### src/rtl/rf_sched_pkg.sv
// Shared types and geometry for the register-file port scheduler.
package rf_sched_pkg;

  localparam int RF_DEPTH = 32;
  localparam int RF_AW    = 5;
  localparam int RF_DW    = 32;
  localparam int RF_PW    = 4;

  typedef enum logic [1:0] {
    ST_IDLE = 2'd0,
    ST_SCAN = 2'd1,
    ST_DONE = 2'd2
  } scan_state_e;

endpackage

### src/rtl/rf_port_sched_rr_arbiter.sv
// Round-robin arbiter: grants the first requester at or after ptr, wrapping round.
module rr_arbiter #(
  parameter int N  = 3,
  parameter int PW = $clog2(N)
) (
  input  logic [N-1:0]  req,
  input  logic [PW-1:0] ptr,
  output logic [N-1:0]  grant
);

  logic [N-1:0] mask;
  logic [N-1:0] masked;
  logic [N-1:0] pick;

  // NOTE: every combinational output gets a default before the loop so no latch is inferred.
  always_comb begin
    mask = '0;
    for (int i = 0; i < N; i++) begin
      mask[i] = (i >= int'(ptr));
    end
    masked = req & mask;
    // Nothing at or above the pointer: wrap round to the lowest requester.
    pick  = (|masked) ? masked : req;
    grant = pick & (~pick + N'(1));
  end

endmodule

### src/rtl/rf_port_sched.sv
// Write-port arbitration and snapshot scan in front of the 32x32 tagged register file.
module rf_port_sched
  import rf_sched_pkg::*;
#(
  parameter int NUM_REQ     = 3,
  parameter bit PROTECT_R0  = 1'b1,
  parameter bit SCAN_FREEZE = 1'b1
) (
  input  logic                     clk_i,
  input  logic                     reset_n,
  input  logic [NUM_REQ-1:0]       req_valid_i,
  input  logic [RF_AW*NUM_REQ-1:0] req_addr_i,
  input  logic [RF_DW*NUM_REQ-1:0] req_data_i,
  input  logic [RF_PW*NUM_REQ-1:0] req_pos_i,
  output logic [NUM_REQ-1:0]       req_ready_o,
  output logic                     rf_we_o,
  output logic [RF_AW-1:0]         rf_waddr_o,
  output logic [RF_DW-1:0]         rf_wdata_o,
  output logic [RF_PW-1:0]         rf_pos_o,
  output logic [RF_AW-1:0]         rf_op_addr_o,
  input  logic [RF_DW-1:0]         rf_reg_i,
  input  logic [RF_PW-1:0]         rf_pos_i,
  input  logic                     scan_start_i,
  output logic                     scan_valid_o,
  input  logic                     scan_ready_i,
  output logic [RF_AW-1:0]         scan_addr_o,
  output logic [RF_DW-1:0]         scan_data_o,
  output logic [RF_PW-1:0]         scan_pos_o,
  output logic                     scan_busy_o,
  output logic                     scan_done_o,
  output logic [5:0]               scan_tagcnt_o
);

  localparam int PTR_W = $clog2(NUM_REQ);

  scan_state_e        state;
  logic [5:0]         cnt;
  logic [PTR_W-1:0]   rr_ptr;
  logic [PTR_W-1:0]   ptr_next;
  logic [NUM_REQ-1:0] grant;
  logic               freeze;
  logic               xfer;
  logic [PTR_W-1:0]   g_idx;
  logic [RF_AW-1:0]   g_addr;
  logic [RF_DW-1:0]   g_data;
  logic [RF_PW-1:0]   g_pos;

  rr_arbiter #(.N(NUM_REQ), .PW(PTR_W)) u_arb (
    .req   (req_valid_i),
    .ptr   (rr_ptr),
    .grant (grant)
  );

  assign freeze      = SCAN_FREEZE && (state != ST_IDLE);
  assign req_ready_o = (reset_n && !freeze) ? grant : '0;
  assign xfer        = |req_ready_o;

  always_comb begin
    g_idx  = '0;
    g_addr = '0;
    g_data = '0;
    g_pos  = '0;
    for (int k = 0; k < NUM_REQ; k++) begin
      if (req_ready_o[k]) begin
        g_idx  = PTR_W'(k);
        g_addr = req_addr_i[k*RF_AW +: RF_AW];
        g_data = req_data_i[k*RF_DW +: RF_DW];
        g_pos  = req_pos_i[k*RF_PW +: RF_PW];
      end
    end
  end

  assign ptr_next = (g_idx == PTR_W'(NUM_REQ - 1)) ? '0 : g_idx + PTR_W'(1);

  // NOTE: sequential state uses non-blocking assignments so every flop samples pre-edge values.
  always_ff @(posedge clk_i or negedge reset_n) begin
    if (!reset_n) begin
      rr_ptr     <= '0;
      rf_we_o    <= 1'b0;
      rf_waddr_o <= '0;
      rf_wdata_o <= '0;
      rf_pos_o   <= '0;
    end else begin
      // A protected r0 write is still acknowledged; it just never reaches the file.
      rf_we_o <= xfer && !(PROTECT_R0 && (g_addr == '0));
      if (xfer) begin
        rr_ptr     <= ptr_next;
        rf_waddr_o <= g_addr;
        rf_wdata_o <= g_data;
        rf_pos_o   <= g_pos;
      end
    end
  end

  assign rf_op_addr_o = (state == ST_SCAN) ? cnt[RF_AW-1:0] : '0;
  assign scan_busy_o  = (state != ST_IDLE);

  always_ff @(posedge clk_i or negedge reset_n) begin
    if (!reset_n) begin
      state         <= ST_IDLE;
      cnt           <= '0;
      scan_valid_o  <= 1'b0;
      scan_addr_o   <= '0;
      scan_data_o   <= '0;
      scan_pos_o    <= '0;
      scan_done_o   <= 1'b0;
      scan_tagcnt_o <= '0;
    end else begin
      scan_done_o <= 1'b0;
      case (state)
        ST_IDLE: begin
          if (scan_start_i) begin
            state         <= ST_SCAN;
            cnt           <= '0;
            scan_tagcnt_o <= '0;
          end
        end
        ST_SCAN: begin
          // Capture a new beat whenever the output slot is empty or being drained.
          if (!scan_valid_o || scan_ready_i) begin
            scan_valid_o <= 1'b1;
            scan_addr_o  <= cnt[RF_AW-1:0];
            scan_data_o  <= rf_reg_i;
            scan_pos_o   <= rf_pos_i;
            if (rf_pos_i != '0) scan_tagcnt_o <= scan_tagcnt_o + 6'd1;
            cnt <= cnt + 6'd1;
            if (cnt == 6'(RF_DEPTH - 1)) state <= ST_DONE;
          end
        end
        ST_DONE: begin
          if (scan_ready_i) begin
            scan_valid_o <= 1'b0;
            scan_done_o  <= 1'b1;
            state        <= ST_IDLE;
          end
        end
        default: state <= ST_IDLE;
      endcase
    end
  end

endmodule

### config.mk
export PLATFORM = sky130hd
export DESIGN_NAME = rf_port_sched
export DESIGN_NICKNAME = d
export VERILOG_FILES = /design/src/rtl/rf_sched_pkg.sv /design/src/rtl/rf_port_sched_rr_arbiter.sv /design/src/rtl/rf_port_sched.sv
export SDC_FILE = /design/constraint.sdc
export NUM_CORES = 1
export LEC_CHECK = 0
export BUFFER_PORTS_ARGS = -buffer_cell sky130_fd_sc_hd__buf_2
export CAP_MARGIN = 10
export CORE_AREA = 2 2 102 104
export CTS_CLUSTER_SIZE = 10
export DETAILED_ROUTE_END_ITERATION = 12
export DIE_AREA = 0 0 104 106
export PLACE_DENSITY_LB_ADDON = 0.15
export SLEW_MARGIN = 10
export SYNTH_ARGS = -nofsm -noshare
export SYNTH_HDL_FRONTEND = slang
export SYNTH_SLANG_ARGS = --single-unit
### constraint.sdc
create_clock -name clk_i -period 3.8 [get_ports clk_i]
set_clock_uncertainty 0.15 [all_clocks]
set_input_delay 0.19 -clock clk_i [delete_from_list [all_inputs] [get_ports clk_i]]
set_output_delay 0.19 -clock clk_i [all_outputs]
set_load 0.005 [all_outputs]
==> summary.md <==
| Metric | Value |
|---|---|
| Root cell of the clock tree | clkbuf_8 |
| Weighted congestion reported at the end of routability-driven placement | 0.778 |
| Critical Path End Type | flop |
| Type of the setup path with the least slack | input pin to flop |
| Highest Clock Rate | 337 MHz |
| Initial DRC count | 367 |
| Setup TNS after final layout | 0 ns |
| Die Y-Extent | 106 µm |
| Result of the run | complete, no violations |
| Worst min-delay path category | input pin to flop |
| Cell with the most instances after synthesis | dfrtp_1 |
| Power density cells | 503 mW/mm² |
| Number of port buffers | 265 |
| Cell taking the most area after synthesis | dfrtp_1 |
| Maximum fanout count along the critical path | 46 |
| Final count of negative-setup-slack endpoints | 0 |
| Average detailed-routed wire length per instance | 15.4 µm |
| Total detailed-routing wirelength | 13400 µm |
| Final hold viol count | 0 |
| Core outline area | 0.0100 mm² |
| Final Worst Setup Slack | 0.829 ns |
| # nets final | 901 |
| Cell types with the largest area share after synthesis | dfrtp_1 55%, mux2_2 10%, a222oi_1 8.5% |
| Largest net degree at the start of global routing | 68 |
| Initial core utilization | 45.8% |
| Unrepaired setup endpoints after global routing | no |
| CP delay by family, top | buffers and inverters |
| Synthesis-to-finish area growth | 55.5% |
| TritonCTS sink count | 101 |
| Dpl ws | 1.22 ns |
| Summed instance area of the synthesized netlist | 0.00458 mm² |
| Synthesized net count | 550 |
| Total instance count after detailed placement | 761 |
| Post-route insts no fill | 874 |
| Final HPWL from detailed placement | 8810 µm |
| Max-slew headroom at the worst pin | 27.3% |
| Floorplan die width | 104 µm |
| Most used flip-flop cell after synthesis | dfrtp_1 |
| Worst path cell trace | dlygate4sd3_1, buf_4, nor3b_2, o311a_2, buf_4, a222oi_1, dlygate4sd3_1, a21oi_2 |
| Async SR Flop Fraction | 100% |
| EDFF count, synth | 0 |
| Slowest library cell on the worst path | dlygate4sd3_1 |
| Total via count after detailed routing | 4529 |
| Number of max-capacitance violations reported | 0 |
| Io pins | 266 |
| CTS H-tree lvls | 3 |
| Worst skew pair latency | 0.37 ns |
| Vias per cell | 5.18 |
| TritonCTS clock tree | built |
| Worst stage delay on the critical path | 0.63 ns |
| Aggregate global-route resource usage | 23.7% |
| Number of warning messages in the yosys log | 0 |
| Number of global-route vias before repair | 4508 |
| Share of the synthesized area in the top cell type | 55.2% |
| Worst voltage drop across the vdd grid | 242 µV |
| Post-Synthesis Mean Instance Area | 12.0 µm² |
| Count of distinct cell types in the synthesized netlist | 43 |
| Sequential share of the synthesized area | 55.2% |
| Site row count | 37 |
| Commonest cells in the netlist | 101 x dfrtp_1, 42 x mux2_2, 39 x a222oi_1, 39 x nand2_1, 39 x nor2_1 |
| Initial antenna violation count | 0 |
| CP arrival | 3.13 ns |
| Static Leak | 3.41 nW |
| Clock slew at reported path FFs | 0.10 ns |
| #FFs+latches synth | 101 |
| Final period demand of the worst path | 2.97 ns |
| Worst Path Required | 3.95 ns |
| Layout cells sized above 1 | 49.2% |
| DRC violations left | 0 |
| Worst-case clock buffer depth | 2 |
| Global route total overflow | 0 |
| Share of the cycle needed by the critical path after routing | 78.2% |
| Transition time of the tightest slew-check pin | 1.09 ns |
| Buffers & Inverters on Critical Path | 4 |
| Count of pins over their slew limit | 0 |
| First-pass GRT wire length | 21000 µm |
| Synthesized netlist cell count | 382 |
| Number of nets still failing antenna checks after routing | 0 |
| Final Power | 3.58 mW |
| Antenna cell count | 0 |
| Type of origin of the critical path | input pin |
| Number of CTS-inserted buffers | 9 |
| Die area | 0.0110 mm² |
| Iteration count of the initial detailed-routing pass | 12 |
| Quantity of gates resized following cts | 0 |
-- flip-flops by register name, summed over array words and instances (netlist names) --
| name | count |
|---|---|
| rf_wdata_o | 32 |
| scan_data_o | 32 |
| cnt | 6 |
| scan_tagcnt_o | 6 |
| rf_waddr_o | 5 |
| scan_addr_o | 5 |
| rf_pos_o | 4 |
| scan_pos_o | 4 |
| rr_ptr | 2 |
| state | 2 |
| rf_we_o | 1 |
| scan_done_o | 1 |
| scan_valid_o | 1 |
-- metrics by stage --
step           cell area, µm²  hold WS [ns]  util, %
6_report                 7120       0.00536     71.2
5_1_grt                  7120       0.00396     71.2
4_1_cts                  7110      0.000515     71.1
3_5_place_dp             5970        0.0150     59.7
3_3_place_gp             5970       0.00973     59.7
2_1_floorplan            4580        -0.256        -
-- cells by family (layout without fill, tap and decap cells) --
group                      after synthesis  in the layout  share of synthesized area (%)
DFF                                    101            101                           55.2
and+or+nand+nor                        111            111                           11.4
xor gates and xnor gates                 7              7                           1.34
AOI/OAI and AO/OA                       87             87                           17.0
adders and majority gates                2              2                          0.547
muxes                                   44             44                           10.8
buffers and inverters                   30            386                           3.72
-- worst register-to-register path, cell delays in order (launching register included) --
cell	delay, ns
dfrtp_1	0.46
nor2b_1	0.17
o311a_2	0.38
buf_4	0.28
a222oi_1	0.47
dlygate4sd3_1	0.64
a21oi_2	0.06
-- worst paths after layout --
path                                     start          endpoint  slack [ns]  cells past startpoint
worst min-delay path              req_pos_i[1]       rf_pos_o[1]       0.005                      3
worst min register to register  rf_wdata_o[31]    rf_wdata_o[31]        0.33                      2
min in group asynchronous              reset_n  scan_tagcnt_o[4]        0.16                      2
max in group asynchronous              reset_n       rf_pos_o[3]        2.15                      3
worst max register to register       rr_ptr[1]    rf_wdata_o[17]        1.05                      6
worst max-delay path                   reset_n    rf_wdata_o[17]        0.83                      8
-- layout make-up --
| cell class | instances | area (µm²) |
|---|---|---|
| multi-input combinational | 251 | 1890 |
| timing repair buffer | 368 | 2340 |
| sequential | 101 | 2530 |
| inverter | 2 | 7.51 |
| tap | 136 | 170 |
| fill | 746 | 2880 |
| clock buffer | 9 | 124 |
| clock inverter | 7 | 52.6 |
-- routing by layer --
layer	part of all wire (%)	GRT usage (%)	vias up
li1	-	-	2123
met1	37	26.0	2140
met2	52	43.3	227
met3	6.8	5.89	39
met4	4.0	11.1	0
met5	0	0	-
-- where the power goes --
| group | leakage [nW] | internal [mW] | switching [mW] |
|---|---|---|---|
| registers | 1.22 | 1.44 | 0.234 |
| logic | 2.11 | 0.685 | 0.604 |
| clock network | 0.0774 | 0.238 | 0.373 |
| total | 3.41 | 2.37 | 1.21 |
-- layout by cell type, fill, tap and decap left out, types with 3 or more instances in the layout --
master and instances:
buf_2 264, dfrtp_1 101, dlygate4sd3_1 97, mux2_2 42, nand2_1 39, a222oi_1 39
nor2_1 38, a21oi_2 26, clkbuf_8 9, buf_4 7, and2_1 6, xor2_1 6
a21oi_1 5, nand2b_1 4, o21ai_0 4, nand4_1 4, clkinvlp_4 4, nor3b_1 3
nor2b_1 3, nand3b_1 3, a22o_1 3
-- repair_timing --
item / 4_1_cts / 5_1_grt
hold buffers: 96 / 1
setup buffers: 0 / 0
endpoints found under the hold margin: 108 / 1
Note: power is estimated with default switching activity, not from simulation.
